### src/rtl/buffer_sched_pkg.sv
// Shared definitions for the buffer scheduler.
// Holds the default geometry of the buffer, the encoded grant values
// reported by the arbiter, and the requester slot indices used for the
// round-robin "last winner" state.
package buffer_sched_pkg;

    localparam int ADDRSIZE_DEF = 4;
    localparam int DW_DEF       = 16;

    // Encoded grant
    localparam logic [1:0] GNT_NONE = 2'd0;
    localparam logic [1:0] GNT_W0   = 2'd1;
    localparam logic [1:0] GNT_W1   = 2'd2;
    localparam logic [1:0] GNT_R    = 2'd3;

    // Requester slot indices, in round-robin order W0 -> W1 -> R -> W0
    localparam logic [1:0] IDX_W0 = 2'd0;
    localparam logic [1:0] IDX_W1 = 2'd1;
    localparam logic [1:0] IDX_R  = 2'd2;

endpackage

### src/rtl/buffer_sched_ctrl_rr_arb3.sv
// Three-way round-robin arbiter.
// Ports:
//   clk, rst  - clock and asynchronous active-low reset
//   elig      - eligible requests, bit0 = W0, bit1 = W1, bit2 = R
//   gnt_oh    - one-hot grant (same bit order), combinational
//   gnt_enc   - encoded grant (GNT_NONE/GNT_W0/GNT_W1/GNT_R)
// The search begins at the slot after the last winner; the last winner
// only moves on a cycle that actually grants.
module rr_arb3
    import buffer_sched_pkg::*;
(
    input  logic       clk,
    input  logic       rst,
    input  logic [2:0] elig,
    output logic [2:0] gnt_oh,
    output logic [1:0] gnt_enc
);

    logic [1:0] last;
    logic [1:0] s0, s1, s2;

    always_comb begin
        // Priority order for this cycle, starting after the last winner
        s0 = IDX_W0;
        s1 = IDX_W1;
        s2 = IDX_R;
        case (last)
            IDX_W0: begin s0 = IDX_W1; s1 = IDX_R;  s2 = IDX_W0; end
            IDX_W1: begin s0 = IDX_R;  s1 = IDX_W0; s2 = IDX_W1; end
            default: ;
        endcase

        gnt_oh = 3'b000;
        if (elig[s0])      gnt_oh[s0] = 1'b1;
        else if (elig[s1]) gnt_oh[s1] = 1'b1;
        else if (elig[s2]) gnt_oh[s2] = 1'b1;

        if (gnt_oh[0])      gnt_enc = GNT_W0;
        else if (gnt_oh[1]) gnt_enc = GNT_W1;
        else if (gnt_oh[2]) gnt_enc = GNT_R;
        else                gnt_enc = GNT_NONE;
    end

    // Reset to R so that W0 is searched first
    always_ff @(posedge clk or negedge rst) begin
        if (!rst) begin
            last <= IDX_R;
        end else if (gnt_oh != 3'b000) begin
            if (gnt_oh[0])      last <= IDX_W0;
            else if (gnt_oh[1]) last <= IDX_W1;
            else                last <= IDX_R;
        end
    end

endmodule

### src/rtl/buffer_sched_ctrl.sv
// Scheduler and FIFO pointer controller for a single-access-per-cycle buffer.
// Arbitrates two writers and one reader round-robin, drives the buffer's
// strobes/addresses/write data and tracks occupancy.
// Ports:
//   clk, rst                    - clock, asynchronous active-low reset
//   wr_req0/1, wr_data0/1       - write requesters (held until granted)
//   wr_gnt0/1                   - combinational write grants
//   rd_req, rd_gnt              - read request / combinational grant
//   rd_valid, rd_data           - read data, valid the cycle after rd_gnt
//   mem_w, mem_r                - buffer strobes (never both high)
//   mem_w_addr, mem_r_addr      - buffer addresses (current pointers)
//   mem_data_in, mem_data_out   - buffer write data / registered read data
//   count, full, empty          - occupancy and registered flags
module buffer_sched_ctrl
    import buffer_sched_pkg::*;
#(
    parameter int ADDRSIZE = ADDRSIZE_DEF,
    parameter int DW       = DW_DEF
) (
    input  logic                clk,
    input  logic                rst,
    input  logic                wr_req0,
    input  logic                wr_req1,
    input  logic [DW-1:0]       wr_data0,
    input  logic [DW-1:0]       wr_data1,
    output logic                wr_gnt0,
    output logic                wr_gnt1,
    input  logic                rd_req,
    output logic                rd_gnt,
    output logic                rd_valid,
    output logic [DW-1:0]       rd_data,
    output logic                mem_w,
    output logic                mem_r,
    output logic [ADDRSIZE-1:0] mem_w_addr,
    output logic [ADDRSIZE-1:0] mem_r_addr,
    output logic [DW-1:0]       mem_data_in,
    input  logic [DW-1:0]       mem_data_out,
    output logic [ADDRSIZE:0]   count,
    output logic                full,
    output logic                empty
);

    localparam logic [ADDRSIZE:0] DEPTH = {1'b1, {ADDRSIZE{1'b0}}};
    localparam logic [ADDRSIZE:0] ONE   = {{ADDRSIZE{1'b0}}, 1'b1};

    logic [ADDRSIZE:0] wptr, rptr, count_nxt;
    logic [2:0]        elig, gnt_oh;
    logic [1:0]        gnt_enc;
    logic              rd_vld_p1;

    // Gating with rst keeps every grant and strobe low while in reset
    assign elig = {rd_req & ~empty, wr_req1 & ~full, wr_req0 & ~full} & {3{rst}};

    rr_arb3 u_arb (
        .clk     (clk),
        .rst     (rst),
        .elig    (elig),
        .gnt_oh  (gnt_oh),
        .gnt_enc (gnt_enc)
    );

    assign wr_gnt0 = gnt_oh[0];
    assign wr_gnt1 = gnt_oh[1];
    assign rd_gnt  = gnt_oh[2];

    assign mem_w      = (gnt_enc == GNT_W0) || (gnt_enc == GNT_W1);
    assign mem_r      = (gnt_enc == GNT_R);
    assign mem_w_addr = wptr[ADDRSIZE-1:0];
    assign mem_r_addr = rptr[ADDRSIZE-1:0];
    assign rd_data    = mem_data_out;
    assign rd_valid   = rd_vld_p1;

    always_comb begin
        mem_data_in = '0;
        count_nxt   = count;
        case (gnt_enc)
            GNT_W0: begin mem_data_in = wr_data0; count_nxt = count + ONE; end
            GNT_W1: begin mem_data_in = wr_data1; count_nxt = count + ONE; end
            GNT_R:  count_nxt = count - ONE;
            default: ;
        endcase
    end

    // ---- stage p0 -> p1: pointers, occupancy, flags, read-valid ----
    always_ff @(posedge clk or negedge rst) begin
        if (!rst) begin
            wptr      <= '0;
            rptr      <= '0;
            count     <= '0;
            full      <= 1'b0;
            empty     <= 1'b1;
            rd_vld_p1 <= 1'b0;
        end else begin
            if (mem_w) wptr <= wptr + ONE;
            if (mem_r) rptr <= rptr + ONE;
            count     <= count_nxt;
            full      <= (count_nxt == DEPTH);
            empty     <= (count_nxt == '0);
            rd_vld_p1 <= mem_r;
        end
    end

endmodule

### config.mk
export PLATFORM = sky130hd
export DESIGN_NAME = buffer_sched_ctrl
export DESIGN_NICKNAME = d
export VERILOG_FILES = /design/src/rtl/buffer_sched_pkg.sv /design/src/rtl/buffer_sched_ctrl_rr_arb3.sv /design/src/rtl/buffer_sched_ctrl.sv
export SDC_FILE = /design/constraint.sdc
export NUM_CORES = 1
export LEC_CHECK = 0
export BUFFER_PORTS_ARGS = -buffer_cell sky130_fd_sc_hd__buf_2
export CORE_ASPECT_RATIO = 1.1
export CORE_MARGIN = 8
export CORE_UTILIZATION = 36
export DETAILED_ROUTE_END_ITERATION = 6
export PLACE_DENSITY_LB_ADDON = 0.05
export SKIP_LAST_GASP = 1
export SLEW_MARGIN = 15
export SYNTH_ARGS = -nofsm -noshare
export SYNTH_HDL_FRONTEND = slang
export SYNTH_SLANG_ARGS = --single-unit
### constraint.sdc
create_clock -name clk -period 2.8 [get_ports clk]
set_clock_uncertainty 0.1 [all_clocks]
set_input_delay 0.56 -clock clk [delete_from_list [all_inputs] [get_ports clk]]
set_output_delay 0.56 -clock clk [all_outputs]
set_load 0.02 [all_outputs]
# [After elaboration in Yosys (flattened, before gate mapping)]
# Index checks and enable logic that the tools add are counted.
[word_totals] ff_bits=20 in_bits=53 output_inout_bits=53 wordCells=61
[op_classes] addsub=4 order_cmp=6 n_eq_ne=5 mux=25 bitwise_logic=6 reduce_logical=8
[op_table] operator="$pmux W16 S2" count=1
[op_table] operator="$add A5 B1 Y5 const B" count=3
[op_table] operator="$pmux W2 S2" count=3
[op_table] operator="$mux W2" count=5
[op_table] operator="$pmux W5 S2" count=1
[op_table] operator="$lt A2 B3 Y1 const B" count=3
[op_table] operator="$mux W3" count=3
[op_table] operator="$bmux W1 S2" count=3
[op_table] operator="$demux W1 S2" count=3
[op_table] operator="$ge A2 B1 Y1 const B" count=3
[op_table] operator="$mux W1" count=6
[op_table] operator="$eq A5 B5 Y1 const B" count=1
[op_table] operator="$logic_not A5 Y1" count=1
[op_table] operator="$sub A5 B1 Y5 const B" count=1
[op_table] operator="$eq A2 B1 Y1 const B" count=2
[op_table] operator="$eq A2 B2 Y1 const B" count=2
[op_table] operator="$and A1 B1 Y1" count=3
[op_table] operator="$and A3 B3 Y3" count=1
[op_table] operator="$logic_and A1 B1 Y1" count=3
[op_table] operator="$reduce_bool A3 Y1" count=1
[op_table] operator="$logic_not A2 Y1" count=1
[op_table] operator="$not A1 Y1" count=2
[op_table] operator="$reduce_or A2 Y1" count=1
[op_table] operator="$logic_or A1 B1 Y1" count=1

# [Longest topological paths before layout]
[logic_depth] word_depth=16 mapped_depth=10 ltp_nobuf=10

# [Modules after synthesis]
# A second synthesis with hierarchy kept.
[hier_totals] hier_cells=158 hier_area_um2=1475.2
[by_module_without_submodules] mod="buffer_sched_ctrl" n_inst=1 cells_each=133 area_per_inst_um2=1291.2 seq_area_each_um2=401.6
[by_module_without_submodules] mod="rr_arb3" n_inst=1 cells_each=25 area_per_inst_um2=183.9 seq_area_each_um2=51.3

# [Worst setup path before layout]
# No wires, ideal clock.
[synth_path] path_kind="input-to-reg" start="input rst" end="register full" setup_time_ps=80 arrival_time_ps=3104 required_time_ps=2620 path_slack_ps=-484 cell_stages=9 n_path_buf=0 cell_sequence="nand3b_1 -> o311a_1 -> or2_1 -> ha_1 -> fa_1 -> a21oi_1 -> mux2_2 -> o211ai_2 -> nor3b_2"
[synth_via] word_cells_on_any_way=19 cone_classes="eq/ne: 4; mux: 13; bitwise: 1; reduce/logical: 1"
[synth_lines] element="from (decl)" line_no="buffer_sched_ctrl.sv:21" text="input logic rst,"
[synth_lines] element="$and A3 B3 Y3 (*)" line_no="buffer_sched_ctrl.sv:52" text="assign elig = {rd_req & ~empty, wr_req1 & ~full, wr_req0 & ~full} & {3{rst}};"
[synth_lines] element="$bmux W1 S2" line_no="buffer_sched_ctrl_rr_arb3.sv:36" text="else if (elig[s2]) gnt_oh[s2] = 1'b1;"
[synth_lines] element="$mux W1 (implied by the code)" line_no="buffer_sched_ctrl_rr_arb3.sv:36"
[synth_lines] element="$mux W3" line_no="buffer_sched_ctrl_rr_arb3.sv:36"
[synth_lines] element="$mux W3" line_no="buffer_sched_ctrl_rr_arb3.sv:35" text="else if (elig[s1]) gnt_oh[s1] = 1'b1;"
[synth_lines] element="$mux W3 (*)" line_no="buffer_sched_ctrl_rr_arb3.sv:34" text="if (elig[s0]) gnt_oh[s0] = 1'b1;"
[synth_lines] element="named net wr_gnt1" line_no="buffer_sched_ctrl.sv:27" text="output logic wr_gnt1,"
[synth_lines] element="$mux W2 (*)" line_no="buffer_sched_ctrl_rr_arb3.sv:39" text="else if (gnt_oh[1]) gnt_enc = GNT_W1;"
[synth_lines] element="$mux W2 (*)" line_no="buffer_sched_ctrl_rr_arb3.sv:38" text="if (gnt_oh[0]) gnt_enc = GNT_W0;"
[synth_lines] element="$eq A2 B2 Y1 (*)"
[synth_lines] element="named net mem_r" line_no="buffer_sched_ctrl.sv:33" text="output logic mem_r,"
[synth_lines] element="$pmux W5 S2 (*)" line_no="buffer_sched_ctrl.sv:76" text="case (gnt_enc)"
[synth_lines] element="named net count_nxt[4]" line_no="buffer_sched_ctrl.sv:46" text="logic [ADDRSIZE:0] wptr, rptr, count_nxt;"
[synth_lines] element="$eq A5 B5 Y1 (*)" line_no="buffer_sched_ctrl.sv:97" text="full <= (count_nxt == DEPTH);"
[synth_lines] element="to (signal assigned)" line_no="buffer_sched_ctrl.sv:97"
[synth_lines] element="to (decl)" line_no="buffer_sched_ctrl.sv:39" text="output logic full,"
# The timed path passes the listed nets; every way through them passes the cells marked *. The select of a mux whose other input is x is not followed.
# A chain may end at the register's enable or synchronous reset.

# [Final worst setup path]
[layout_path] start="register empty" end="register empty"
[layout_via] elab_chain_len=15 word_cells_on_any_way=21 cone_classes="eq/ne: 3; mux: 13; bitwise: 3; reduce/logical: 2"
[layout_lines] element="from (decl)" line_no="buffer_sched_ctrl.sv:40" text="output logic empty"
[layout_lines] element="from (signal assigned)" line_no="buffer_sched_ctrl.sv:98" text="empty <= (count_nxt == '0);"
[layout_lines] element="$not A1 Y1 (*)" line_no="buffer_sched_ctrl.sv:52"
[layout_lines] element="$and A1 B1 Y1 (*)" line_no="buffer_sched_ctrl.sv:52"
[layout_lines] element="$and A3 B3 Y3 (*)" line_no="buffer_sched_ctrl.sv:52"
[layout_lines] element="$bmux W1 S2" line_no="buffer_sched_ctrl_rr_arb3.sv:36"
[layout_lines] element="$mux W1 (implied by the code)" line_no="buffer_sched_ctrl_rr_arb3.sv:36"
[layout_lines] element="$mux W3" line_no="buffer_sched_ctrl_rr_arb3.sv:36"
[layout_lines] element="$mux W3" line_no="buffer_sched_ctrl_rr_arb3.sv:35"
[layout_lines] element="$mux W3 (*)" line_no="buffer_sched_ctrl_rr_arb3.sv:34"
[layout_lines] element="$mux W2" line_no="buffer_sched_ctrl_rr_arb3.sv:40" text="else if (gnt_oh[2]) gnt_enc = GNT_R;"
[layout_lines] element="$mux W2" line_no="buffer_sched_ctrl_rr_arb3.sv:39"
[layout_lines] element="$mux W2 (*)" line_no="buffer_sched_ctrl_rr_arb3.sv:38"
[layout_lines] element="$eq A2 B1 Y1 / $eq A2 B2 Y1 (equally long branches)" line_no="buffer_sched_ctrl.sv:76"
[layout_lines] element="$reduce_or A2 Y1 (no source line)"
[layout_lines] element="$pmux W5 S2 (*)" line_no="buffer_sched_ctrl.sv:76"
[layout_lines] element="named net count_nxt[4]" line_no="buffer_sched_ctrl.sv:46"
[layout_lines] element="$logic_not A5 Y1 (*)" line_no="buffer_sched_ctrl.sv:98"
# Marked as above.

==> impl_metrics.toml <==
[die]
num_io_pins = 106
core_area_um2 = 3680
die_h_um = 81.2
die_area_um2 = 6120
die_x_um = 75.3
floorplan.initialDensity_pct = 37.8
num_rows = 23

[logic_synthesis]
synth-edff-count = 0
synth_warnings = 0
gate_count_after_technology_mapping = 150
syn_area_um2 = 1390
yosys_register_bits = 18
netlist-cell-type-count = 39
yosys-top-cells-area = "sky130_fd_sc_hd__dfrtp_1 29%, sky130_fd_sc_hd__buf_4 9.2%, sky130_fd_sc_hd__a22oi_1 8.6%"
most_common_flop_cell_mapped_by_yosys = "sky130_fd_sc_hd__dfrtp_1"
synth_sequential_area_ratio_pct = 32.5
avgSynthCellArea_um2 = 9.28
yosysMostFrequentCell = "sky130_fd_sc_hd__nor2_1"
synthArstFlopShare_pct = 100
synth_fp_nets = 213
yosysTopAreaCell = "sky130_fd_sc_hd__dfrtp_1"
synth.top_cell.area_share_pct = 28.8
synth.cells.most_frequent = "22 x sky130_fd_sc_hd__nor2_1, 17 x sky130_fd_sc_hd__buf_4, 16 x sky130_fd_sc_hd__a22oi_1, 16 x sky130_fd_sc_hd__dfrtp_1, 9 x sky130_fd_sc_hd__ha_1"

[grt]
first_global_vias = 1558
total_global_routing_overflow = 0
grt_pass1_wl_um = 7360
grt_start_max_net_pins = 17
grt_usage_pct = 15.4
antenna_found_initial = 0

[setup_path]
required_ns = 2.89
crit_type = "flip-flop to flip-flop"
critPathMaxFanout = 5
data_arrival_time_of_the_critical_path_ns = 2.93
ff2ff_setup_slack_ns = -0.03
worstSetupStartpointType = "flip-flop"
timing.critical_path.to_type = "flip-flop"

[detailed_routing]
routed_via_density = 5.06
wl_per_cell_um = 16.7
post-route-drc-count = 0
detailedRoute.firstPassIterationCount = 4
drt.antenna.violating_nets = 0
detail_route.iter0.violations = 33
via_count = 1448
wl_um = 4770

[placement]
placement.cell_area_um2 = 2070
gp_congestion = 0.827
hpwlAfterDp_um = 3720
place_inst = 276
place.port_buffers = 73

[clocking]
clock-sinks = 18
cts_made_buffers = 3
clk_latency_ns = 0.26
hold_buffers_post_cts = 0
clk_pin_slew_worst_paths_ns = 0.07
cts_max_path_buffers = 2
cts_tree = "yes"
clk_root_buffer_cell = "sky130_fd_sc_hd__clkbuf_8"
h-tree-depth = 1

[sta]
worst-slew-pin-transition_ns = 0.363
period_minus_slack_ns = 2.83
final.setup.worst_slack_ns = -0.0329
post-route-period-util_pct = 101
grt_setup_unrepaired = "yes"
slew_violations = 0
timing_hold_violations_final = 0
slew-limit-headroom_pct = 75.5
setup-violations-final = 9
max_freq_mhz = 353

[outcome]
violations = "setup timing"
outcome = "complete, but fails checks"

[cells_and_area]
stdcell_area_um2 = 2460
stdcell_count = 286
area_delta_synth_final_pct = 76.8
antennaDiodeCount = 0
final_layout_size_suffix_gt1_share_pct = 72.9
layout.nets = 300

[power_and_ir_drop]
leakagePower_uw = 0.00108
power_per_cell_area_nw_per_um2 = 1160
worst_ir_drop_vdd_uv = 765

[worst_hold_path]
hold_class = "primary input to async pin"

[job]
maxCapViolCount = 0
==> metal layers <==
layer / vias up / GRT usage [%] / part of all wire [%]
met5: - / 0 / 0
met4: 0 / 7.12 / 1.9
met3: 12 / 3.82 / 8.6
met2: 57 / 28.6 / 54
met1: 687 / 15.6 / 35
li1: 692 / - / -
==> layout by cell type, fill, tap and decap left out, types with 2 or more instances in the layout <==
master	count
sky130_fd_sc_hd__a21oi_1	3
sky130_fd_sc_hd__xnor2_1	7
sky130_fd_sc_hd__ha_1	5
sky130_fd_sc_hd__mux2_2	3
sky130_fd_sc_hd__nand3_1	2
sky130_fd_sc_hd__buf_6	16
sky130_fd_sc_hd__buf_2	58
sky130_fd_sc_hd__inv_1	2
sky130_fd_sc_hd__buf_12	3
sky130_fd_sc_hd__ha_4	4
sky130_fd_sc_hd__a22oi_2	16
sky130_fd_sc_hd__dfrtp_1	16
sky130_fd_sc_hd__nor2_1	4
sky130_fd_sc_hd__nand4_1	2
sky130_fd_sc_hd__nor2_4	11
sky130_fd_sc_hd__o21ai_1	3
sky130_fd_sc_hd__clkbuf_8	4
sky130_fd_sc_hd__buf_4	26
sky130_fd_sc_hd__buf_16	2
sky130_fd_sc_hd__nor3b_1	7
sky130_fd_sc_hd__nand2_1	5
sky130_fd_sc_hd__nor2_2	7
sky130_fd_sc_hd__dfstp_2	2
==> worst paths after layout <==
path	start	end	depth (start not counted)
max	empty$_DFF_PN1_	empty$_DFF_PN1_	10
min	rst	u_arb.last[0]$_DFFE_PN0P_	2
max reg2reg	empty$_DFF_PN1_	empty$_DFF_PN1_	10
min reg2reg	wptr[3]$_DFFE_PN0P_	wptr[3]$_DFFE_PN0P_	1
max in group asynchronous	rst	empty$_DFF_PN1_	2
min in group clk	wptr[3]$_DFFE_PN0P_	wptr[3]$_DFFE_PN0P_	1
==> registers in the layout, indices dropped and copies added (netlist names) <==
signal and flops:
wptr 4, empty 1, count 5, u_arb.last 2, rptr 4, full 1, rd_valid 1
==> kinds of logic after synthesis <==
logic type,after synthesis,synth area share [%]
xor gates and xnor gates,8,5.03
muxes,4,3.23
and+or+nand+nor,50,20.0
buffers and inverters,28,12.7
adders and majority gates,10,9.52
AOI/OAI and AO/OA,32,17.0
DFF,18,32.5
==> power breakdown <==
group	leakage, uW	total, uW	switching (uW)	internal (uW)
combinational	0.000837	2110	1050	1060
sequential	0.000217	531	134	397
clock	0.0000288	218	92.9	125
total	0.00108	2860	1270	1580
==> worst max-delay path: stages, from the launching register on <==
cell,delay (ns)
sky130_fd_sc_hd__dfstp_2,0.37
sky130_fd_sc_hd__nand3b_1,0.21
sky130_fd_sc_hd__o311a_4,0.33
sky130_fd_sc_hd__or2_4,0.28
sky130_fd_sc_hd__ha_4,0.19
sky130_fd_sc_hd__ha_4,0.25
sky130_fd_sc_hd__or4b_4,0.53
sky130_fd_sc_hd__o311ai_4,0.09
sky130_fd_sc_hd__o211ai_4,0.12
sky130_fd_sc_hd__buf_4,0.14
sky130_fd_sc_hd__nor3_2,0.13
==> metrics by stage <==
stage               setup TNS, ns  hold WS (ns)  total power (uW)  worst slack (ns)  util [%]
finish                     -0.135         0.107              2860           -0.0329      66.8
floorplan                  -0.834         0.164              1740            -0.189         -
CTS                        -0.932         0.108              2750           -0.0664      64.2
detailed placement          -2.82         0.365              2270            -0.294      56.3
global placement            -1.92         0.356              2210            -0.222      56.3
global route                -1.44         0.115              3060            -0.107      66.8
==> area by class of cell <==
| class | instances | area [um^2] |
|---|---|---|
| flip-flops and latches | 18 | 453 |
| clock buffers | 4 | 55.1 |
| well taps | 50 | 62.6 |
| multi-input cells | 104 | 1080 |
| inverters | 4 | 17.5 |
| repair buffers | 106 | 796 |
| fillers | 310 | 1220 |
==> repair_timing <==
item | in CTS | in global routing
endpoints found under the setup margin | 18 | 19
resized for setup | 47 | 19
cloned | 2 | 0
setup buffers | 2 | 2
pin swaps | 32 | 14
Note: power is estimated with default switching activity, not from simulation.
